==> src/rtl/alu_cmd_issue_if.sv <==
// Bundle of the command, ALU and result channels of alu_cmd_issue.
// slave  : the issue stage itself (accepts commands, drives the ALU, offers results).
// master : its surroundings (command source, the combinational ALU, result sink).
interface alu_cmd_issue_if #(
    parameter int DATA_W = 8,
    parameter int CNT_W  = 3
);
    logic              cmd_valid;
    logic              cmd_ready;
    logic [3:0]        cmd_sel;
    logic [DATA_W-1:0] cmd_a;
    logic [DATA_W-1:0] cmd_b;
    logic              cmd_use_acc;

    logic [DATA_W-1:0] alu_a;
    logic [DATA_W-1:0] alu_b;
    logic [3:0]        alu_sel;
    logic [DATA_W-1:0] alu_out;
    logic              alu_carry;

    logic              res_valid;
    logic              res_ready;
    logic [DATA_W-1:0] res_data;
    logic              res_carry;
    logic              res_div0;

    logic [CNT_W-1:0]  fifo_count;

    modport master (
        output cmd_valid, cmd_sel, cmd_a, cmd_b, cmd_use_acc,
        output alu_out, alu_carry, res_ready,
        input  cmd_ready, alu_a, alu_b, alu_sel,
        input  res_valid, res_data, res_carry, res_div0, fifo_count
    );

    modport slave (
        input  cmd_valid, cmd_sel, cmd_a, cmd_b, cmd_use_acc,
        input  alu_out, alu_carry, res_ready,
        output cmd_ready, alu_a, alu_b, alu_sel,
        output res_valid, res_data, res_carry, res_div0, fifo_count
    );
endinterface

==> src/rtl/alu_cmd_issue.sv <==
// Command-issue stage in front of an 8-bit combinational ALU.
// Commands {sel, a, b, use_acc} are queued in a small FIFO, issued one at a
// time into registered ALU inputs, and the ALU result/carry is captured into a
// result register offered on a valid/ready port. An accumulator holding the
// previous result can stand in for operand A to chain operations.
// Optional feature: define ALU_DIV0_CHECK_EN to flag divide-by-zero (sel 0011,
// B == 0) with res_div0 and force the result/accumulator to all ones.
module alu_cmd_issue #(
    parameter int DATA_W     = 8,
    parameter int FIFO_DEPTH = 4,
    parameter int CNT_W      = $clog2(FIFO_DEPTH) + 1
) (
    input  logic          clk,
    input  logic          rst_n,
    alu_cmd_issue_if.slave bus
);

    localparam int PTR_W = $clog2(FIFO_DEPTH);

    typedef struct packed {
        logic [3:0]        sel;
        logic [DATA_W-1:0] a;
        logic [DATA_W-1:0] b;
        logic              use_acc;
    } cmd_t;

    typedef enum logic [1:0] {IDLE, EXEC, DONE} state_t;

    // ------------------------------------------------------------------
    // Command FIFO
    // ------------------------------------------------------------------
    cmd_t              fifo_mem [FIFO_DEPTH];
    logic [PTR_W-1:0]  wr_ptr;
    logic [PTR_W-1:0]  rd_ptr;
    logic [CNT_W-1:0]  count;
    logic [CNT_W-1:0]  count_next;
    logic              full;
    logic              fifo_empty;
    logic              push;
    logic              pop;
    cmd_t              head;

    // A full FIFO refuses commands even when a pop frees a slot this cycle,
    // so cmd_ready depends only on registered state.
    assign push           = bus.cmd_valid && !full;
    assign fifo_empty     = (count == '0);
    assign head           = fifo_mem[rd_ptr];
    assign bus.cmd_ready  = !full;
    assign bus.fifo_count = count;

    // Write accepted commands into the storage array.
    // NOTE: the storage array is deliberately not reset; the pointers and count
    // define which entries are meaningful, and leaving it unreset keeps it a plain RAM.
    always_ff @(posedge clk) begin
        if (push) begin
            fifo_mem[wr_ptr] <= '{sel: bus.cmd_sel, a: bus.cmd_a, b: bus.cmd_b,
                                  use_acc: bus.cmd_use_acc};
        end
    end

    // Occupancy after this cycle's push/pop; simultaneous push and pop cancel.
    always_comb begin
        count_next = count;
        if (push && !pop) begin
            count_next = count + 1'b1;
        end else if (!push && pop) begin
            count_next = count - 1'b1;
        end
    end

    // Pointer, count and registered-full bookkeeping; pointers wrap because
    // FIFO_DEPTH is a power of two.
    // NOTE: all clocked state uses non-blocking assignments so every register
    // samples the pre-edge values regardless of statement order.
    always_ff @(posedge clk or negedge rst_n) begin
        if (!rst_n) begin
            wr_ptr <= '0;
            rd_ptr <= '0;
            count  <= '0;
            full   <= 1'b0;
        end else begin
            if (push) wr_ptr <= wr_ptr + 1'b1;
            if (pop)  rd_ptr <= rd_ptr + 1'b1;
            count <= count_next;
            full  <= (count_next == CNT_W'(FIFO_DEPTH));
        end
    end

    // ------------------------------------------------------------------
    // Issue FSM
    // ------------------------------------------------------------------
    state_t state;
    state_t state_next;
    logic   capture;
    logic   res_clear;

    // State register.
    always_ff @(posedge clk or negedge rst_n) begin
        if (!rst_n) begin
            state <= IDLE;
        end else begin
            state <= state_next;
        end
    end

    // Next state plus pop/capture/clear strobes; a result handshake in DONE
    // may pop the next head in the same cycle to keep one result per 2 cycles.
    // NOTE: every output of this block gets a default first so no path leaves
    // it unassigned, which would otherwise infer a latch.
    always_comb begin
        state_next = state;
        pop        = 1'b0;
        capture    = 1'b0;
        res_clear  = 1'b0;
        case (state)
            IDLE: begin
                if (!fifo_empty) begin
                    pop        = 1'b1;
                    state_next = EXEC;
                end
            end
            EXEC: begin
                capture    = 1'b1;
                state_next = DONE;
            end
            DONE: begin
                if (bus.res_ready) begin
                    res_clear = 1'b1;
                    if (!fifo_empty) begin
                        pop        = 1'b1;
                        state_next = EXEC;
                    end else begin
                        state_next = IDLE;
                    end
                end
            end
            default: state_next = IDLE;
        endcase
    end

    // ------------------------------------------------------------------
    // Issue registers, accumulator and result register
    // ------------------------------------------------------------------
    logic [DATA_W-1:0] alu_a_q;
    logic [DATA_W-1:0] alu_b_q;
    logic [3:0]        alu_sel_q;
    logic [DATA_W-1:0] acc;
    logic [DATA_W-1:0] res_data_q;
    logic              res_carry_q;
    logic              res_valid_q;
    logic [DATA_W-1:0] cap_data;

    assign bus.alu_a     = alu_a_q;
    assign bus.alu_b     = alu_b_q;
    assign bus.alu_sel   = alu_sel_q;
    assign bus.res_valid = res_valid_q;
    assign bus.res_data  = res_data_q;
    assign bus.res_carry = res_carry_q;

    // Load the ALU operands on issue; they hold between issues.
    always_ff @(posedge clk or negedge rst_n) begin
        if (!rst_n) begin
            alu_a_q   <= '0;
            alu_b_q   <= '0;
            alu_sel_q <= '0;
        end else if (pop) begin
            alu_a_q   <= head.use_acc ? acc : head.a;
            alu_b_q   <= head.b;
            alu_sel_q <= head.sel;
        end
    end

`ifdef ALU_DIV0_CHECK_EN
    logic cap_div0;
    logic res_div0_q;

    // Replace a divide by zero with an all-ones result and raise the flag.
    always_comb begin
        cap_data = bus.alu_out;
        cap_div0 = 1'b0;
        if (alu_sel_q == 4'b0011 && alu_b_q == '0) begin
            cap_data = '1;
            cap_div0 = 1'b1;
        end
    end

    // Divide-by-zero flag travels with the captured result.
    always_ff @(posedge clk or negedge rst_n) begin
        if (!rst_n) begin
            res_div0_q <= 1'b0;
        end else if (capture) begin
            res_div0_q <= cap_div0;
        end
    end

    assign bus.res_div0 = res_div0_q;
`else
    assign cap_data     = bus.alu_out;
    assign bus.res_div0 = 1'b0;
`endif

    // Capture the settled ALU output in EXEC; the accumulator changes only
    // here, so a chained command always sees the previous command's result.
    always_ff @(posedge clk or negedge rst_n) begin
        if (!rst_n) begin
            res_data_q  <= '0;
            res_carry_q <= 1'b0;
            res_valid_q <= 1'b0;
            acc         <= '0;
        end else if (capture) begin
            res_data_q  <= cap_data;
            res_carry_q <= bus.alu_carry;
            res_valid_q <= 1'b1;
            acc         <= cap_data;
        end else if (res_clear) begin
            res_valid_q <= 1'b0;
        end
    end

endmodule
==> src/flat_wrapper.sv <==
// flat-port wrapper written by rule: the top's interface ports become plain ports
module alu_cmd_issue_flat 
#(
    parameter int DATA_W     = 8,
    parameter int FIFO_DEPTH = 4,
    parameter int CNT_W      = $clog2(FIFO_DEPTH) + 1
)
  (clk, rst_n, bus_cmd_valid, bus_cmd_sel, bus_cmd_a, bus_cmd_b, bus_cmd_use_acc, bus_alu_out, bus_alu_carry, bus_res_ready, bus_cmd_ready, bus_alu_a, bus_alu_b, bus_alu_sel, bus_res_valid, bus_res_data, bus_res_carry, bus_res_div0, bus_fifo_count);
  alu_cmd_issue_if #(.DATA_W(DATA_W), .CNT_W(CNT_W)) bus_i ();
  input  logic clk;
  input  logic rst_n;
  input wire logic [$bits(bus_i.cmd_valid)-1:0] bus_cmd_valid;
  input wire logic [$bits(bus_i.cmd_sel)-1:0] bus_cmd_sel;
  input wire logic [$bits(bus_i.cmd_a)-1:0] bus_cmd_a;
  input wire logic [$bits(bus_i.cmd_b)-1:0] bus_cmd_b;
  input wire logic [$bits(bus_i.cmd_use_acc)-1:0] bus_cmd_use_acc;
  input wire logic [$bits(bus_i.alu_out)-1:0] bus_alu_out;
  input wire logic [$bits(bus_i.alu_carry)-1:0] bus_alu_carry;
  input wire logic [$bits(bus_i.res_ready)-1:0] bus_res_ready;
  output wire logic [$bits(bus_i.cmd_ready)-1:0] bus_cmd_ready;
  output wire logic [$bits(bus_i.alu_a)-1:0] bus_alu_a;
  output wire logic [$bits(bus_i.alu_b)-1:0] bus_alu_b;
  output wire logic [$bits(bus_i.alu_sel)-1:0] bus_alu_sel;
  output wire logic [$bits(bus_i.res_valid)-1:0] bus_res_valid;
  output wire logic [$bits(bus_i.res_data)-1:0] bus_res_data;
  output wire logic [$bits(bus_i.res_carry)-1:0] bus_res_carry;
  output wire logic [$bits(bus_i.res_div0)-1:0] bus_res_div0;
  output wire logic [$bits(bus_i.fifo_count)-1:0] bus_fifo_count;
  assign bus_i.cmd_valid = bus_cmd_valid;
  assign bus_i.cmd_sel = bus_cmd_sel;
  assign bus_i.cmd_a = bus_cmd_a;
  assign bus_i.cmd_b = bus_cmd_b;
  assign bus_i.cmd_use_acc = bus_cmd_use_acc;
  assign bus_i.alu_out = bus_alu_out;
  assign bus_i.alu_carry = bus_alu_carry;
  assign bus_i.res_ready = bus_res_ready;
  assign bus_cmd_ready = bus_i.cmd_ready;
  assign bus_alu_a = bus_i.alu_a;
  assign bus_alu_b = bus_i.alu_b;
  assign bus_alu_sel = bus_i.alu_sel;
  assign bus_res_valid = bus_i.res_valid;
  assign bus_res_data = bus_i.res_data;
  assign bus_res_carry = bus_i.res_carry;
  assign bus_res_div0 = bus_i.res_div0;
  assign bus_fifo_count = bus_i.fifo_count;
  alu_cmd_issue #(.DATA_W(DATA_W), .FIFO_DEPTH(FIFO_DEPTH), .CNT_W(CNT_W)) u_core (.clk(clk), .rst_n(rst_n), .bus(bus_i));
endmodule
==> config.mk <==
export PLATFORM = sky130hd
export DESIGN_NAME = alu_cmd_issue_flat
export DESIGN_NICKNAME = d
export VERILOG_FILES = /design/src/rtl/alu_cmd_issue_if.sv /design/src/rtl/alu_cmd_issue.sv /design/src/flat_wrapper.sv
export SDC_FILE = /design/constraint.sdc
export NUM_CORES = 1
export LEC_CHECK = 0
export ABC_AREA = 1
export BUFFER_PORTS_ARGS = -buffer_cell sky130_fd_sc_hd__buf_4
export CORE_UTILIZATION = 40
export CTS_CLUSTER_DIAMETER = 30
export DETAILED_ROUTE_END_ITERATION = 10
export GPL_TIMING_DRIVEN = 0
export PLACE_DENSITY = 0.57
export SLEW_MARGIN = 10
export SYNTH_ARGS = -nofsm -noshare
export SYNTH_HDL_FRONTEND = slang
export SYNTH_SLANG_ARGS = --single-unit
==> constraint.sdc <==
create_clock -name clk -period 2.6 [get_ports clk]
set_input_delay 0.52 -clock clk [delete_from_list [all_inputs] [get_ports clk]]
set_output_delay 0.52 -clock clk [all_outputs]
set_load 0.01 [all_outputs]
Yosys cells after proc, flatten, opt, wreduce, memory -nomap -nowiden
Memory sizes are Yosys's and may differ from the RTL's.
Cells that the tools add are included.
{"block": "totals", "reg_bits": 40, "ramBits": 84, "output_inout_bits": 35, "n_memories": 1}
{"memory": "u_core.fifo_mem", "words": 4, "word_bits": 21, "rd": 1, "rd_ports_with_merged_regs": 0, "write_ports": 1, "line": "alu_cmd_issue.sv:32", "rtl": "cmd_t fifo_mem [FIFO_DEPTH];"}
{"block": "classes", "add_sub_neg": 4, "eq_ne": 5, "muxes": 17, "reduce_logical": 10}
{"op": "$mux W1", "n": 10}
{"op": "$mux W8", "n": 1}
{"op": "$mux W3", "n": 2}
{"op": "$pmux W2 S3", "n": 1}
{"op": "$add A2 B1 Y2 const B", "n": 2}
{"op": "$mux W2", "n": 2}
{"op": "$ne A2 B2 Y1 const B", "n": 2}
{"op": "$add A3 B1 Y3 const B", "n": 1}
{"op": "$eq A3 B3 Y1 const B", "n": 1}
{"op": "$logic_and A1 B1 Y1", "n": 3}
{"op": "$logic_not A1 Y1", "n": 3}
{"op": "$logic_not A3 Y1", "n": 1}
{"op": "$sub A3 B1 Y3 const B", "n": 1}
{"op": "$eq A2 B1 Y1 const B", "n": 1}
{"op": "$eq A2 B2 Y1 const B", "n": 1}
{"op": "$logic_not A2 Y1", "n": 1}
{"op": "$pmux W1 S2", "n": 1}
{"op": "$reduce_and A2 Y1", "n": 1}
{"op": "$reduce_bool A2 Y1", "n": 1}

Depth between registers and ports, before layout
{"block": "depth", "ltp_word": 8, "mapped_depth": 11, "ltp_nobuf": 11}

Worst setup path before layout
OpenSTA, ideal clock, no wires.
{"block": "synth_timing", "path_kind": "register -> register", "startpoint": "register u_core.wr_ptr[0]", "endpoint": "memory u_core.fifo_mem[2][0] in the netlist's numbering, enable pin", "setup_time_ns": 0.399, "arrival_ns": 1.569, "path_slack_ns": 0.633, "path_stages_with_launch": 5, "n_path_buf": 0, "synth_period_minus_slack_ns": 1.967, "path_cell_list": "dfrtp_1 -> inv_1 -> ha_1 -> inv_1 -> nor2_1"}
{"item": "start: declaration", "line": "alu_cmd_issue.sv:33", "rtl": "logic [PTR_W-1:0] wr_ptr;"}
{"item": "start signal: assignment", "line": "alu_cmd_issue.sv:82", "rtl": "if (push) wr_ptr <= wr_ptr + 1'b1;"}
{"item": "end: declaration", "line": "alu_cmd_issue.sv:32"}
No word-level cell before the write port.

Worst setup path in the final report
{"block": "layout_timing", "startpoint": "register u_core.wr_ptr[0]", "endpoint": "memory u_core.fifo_mem[2][2] in the netlist's numbering, enable pin"}
No word-level cell before the write port.

==> reports/metrics.cfg <==
[die]
die_area_mm2=0.0129
num_rows=40
fp.coreArea_mm2=0.0121
die_y_um=114
io_pins=69
initial_core_util_pct=41.3
die_w_um=114

[sta]
period_share_pct=69.5
hold_violations=0
hold_ws_ns=0.0939
finalClockSkew_ns=0.00914
rsz0062_at_grt=false
setup_violations=0
report.final.slew_viol_count=0
period_needed_ns=1.81
maxSlewHeadroom_pct=50.7
worst_pin_slew_ns=0.737
fmax_mhz=553

[place]
placedCellCount=669
dp_hpwl_um=7060
gp_congestion=0.764
portBuffers=67

[synthesis]
yosysUniqueCellTypes=27
yosysTopAreaCellShare_pct=50.6
yosysWarnings=0
ys_seq_area_share_pct=70.7
syn_inst=432
ys_top_cells_by_area=edfxtp_1 51%, dfrtp_1 20%, nand2_1 10%
syn_nets=473
ys_ff_latch=124
synthesis.area_mm2=0.00498
syn_avg_cell_area_um2=11.5
synth_area_leader_cell=edfxtp_1

[drt]
vias=3296
postRouteAntennaNets=0
first_pass_iters=4
routed_wl_um=10500
wire_per_inst_um=14.9
initialDrtViolationCount=185
vias_per_cell=4.70
drc=0

[global_routing]
grt_pass1_vias=3144
use_met2_pct=27.6
grt-ovfl-total=0
met3_usage_pct=4.04
antenna_found_initial=0
track_usage_pct=17.6
use_met1_pct=24.2
grt_max_degree=41
grt.busiest_layer=met2
grt_pass1_wl_um=16800

[clock_tree]
cts_buffers=17
clk_path_buf_depth=2
root_buffer=clkbuf_16
htree_levels=4
clk_pin_slew_ns=0.05
cts_tree=done
cts.hold.buffers_added=0
cts_setup_buffers=0
cts_sinks=124
cts-resized-gates=0
clkLatencyLatePin_ns=0.40

[worst_setup_path]
cp.required_ns=2.70
setup.worst_path.end_class=register
worstRegToRegCells=5
reg2reg_slack_ns=0.79
cpMostUsedCell=inv_1
cp-start-kind=register
path_cells=inv_1 > ha_1 > inv_1 > nor2_2 > buf_8
cp-startpoint=u_core.wr_ptr[0]
regToRegStartpoint=u_core.wr_ptr[0]
cp.arrival_ns=1.91
cp-endpoint=u_core.fifo_mem[2][2]
path_max_fanout=11
criticalPathCategory=register to register
rr_endpoint=u_core.fifo_mem[2][2]
slowest_stage=nor2_2
critical-path-max-stage-delay_ns=0.55

[outcome]
status=completed

[cells_and_area]
fillers=1078
antenna_cells=0
most-common-layout-cells=137 x nand2_1, 84 x edfxtp_1, 72 x buf_4
drive_gt1_share_pct=25.0
final_cell_count_no_fill=701
seqCellArea_mm2=0.00352
multi_input_area_mm2=0.00126
syn_to_final_growth_pct=27.3
nets=561
final_common_cell=nand2_1

[run]
maxCapViolCount=0

[hold_path]
hp-class=input pin to asynchronous set/reset pin

[pwr]
total_power_uw=8310
p_leak_uw=0.00273
power_density_mw_per_mm2=1310
ir_worst_vdd_mv=0.574

-- power by group --
| group | internal (µW) | switching [µW] | total (µW) |
|---|---|---|---|
| clock network | 1580 | 769 | 2350 |
| registers | 2710 | 265 | 2980 |
| logic | 1120 | 1860 | 2980 |
-- cell families (layout without fill, tap and decap cells) --
kind of cell,count (synthesis),count (layout),synth area share (%)
other,1,1,0.0752
AND/OR/NAND/NOR,199,199,16.5
adder cells (fa/ha/maj),7,7,1.76
buffers and inverters,43,144,4.44
XOR/XNOR,3,3,0.527
flip-flops,124,124,70.7
AO/OA/AOI/OAI,55,55,6.00
-- state kept, by name, indices dropped and copies added, names as in the netlist --
| signal | count |
|---|---|
| u_core.bus.alu_b | 8 |
| u_core.state | 2 |
| u_core.bus.fifo_count | 3 |
| u_core.bus.alu_a | 8 |
| u_core.bus.res_carry | 1 |
| u_core.rd_ptr | 2 |
| u_core.bus.alu_sel | 4 |
| u_core.fifo_mem | 84 |
| u_core.full | 1 |
| u_core.acc | 8 |
| u_core.wr_ptr | 2 |
| u_core.bus.res_valid | 1 |
-- through the flow --
step / area, µm² / util (%) / worst slack (ns) / TNS (ns)
floorplan: 4980 / - / 0.633 / 0
global placement: 5700 / 47.2 / -0.310 / -20.19
detailed placement: 5750 / 47.7 / 0.639 / 0
CTS: 6350 / 52.6 / 0.736 / 0
global route: 6350 / 52.6 / 0.638 / 0
finish: 6350 / 52.6 / 0.792 / 0
-- per-layer routing --
layer  up-vias  wire (µm)
met4         0         94
met5         -          0
met2        86       4940
met1      1569       4850
met3         6        599
li1       1635          -
-- layout make-up --
type | count | area share [%]
plain buffers | 20 | 2.01
inverters | 23 | 1.48
clock inverters | 7 | 1.79
well taps | 168 | 3.31
repair buffers | 69 | 8.40
flip-flops and latches | 124 | 55.5
clock buffers | 25 | 7.65
multi-input cells | 265 | 19.9
-- worst max-delay path: cells and delay by family, from the launching register on --
kind / cells / cell delay, ns
simple gates: 1 / 0.55
buf+inv: 3 / 0.41
flops: 1 / 0.40
fa+ha+maj: 1 / 0.16
-- how the worst min path moves through the flow --
stage,start,endpoint,slack [ns]
finish,rst_n,u_core.full,0.09
global route,rst_n,u_core.full,0.12
CTS,rst_n,u_core.full,0.11
detailed placement,u_core.bus.res_carry,u_core.bus.res_carry,0.47
global placement,u_core.bus.res_carry,u_core.bus.res_carry,0.45
floorplan,rst_n,u_core.acc[0],0.22
-- cells in the mapped netlist, drive strengths merged --
library cell  count
nand2           142
edfxtp           84
dfrtp            40
o21ai            34
nor2             31
nand3            24
inv              22
buf              17
o22ai            13
a21oi             8
ha                7
clkbuf            3
xor2              3
clkinv            1
conb              1
nand3b            1
nand4             1
No activity file was read; power rests on OpenSTA's default activity.
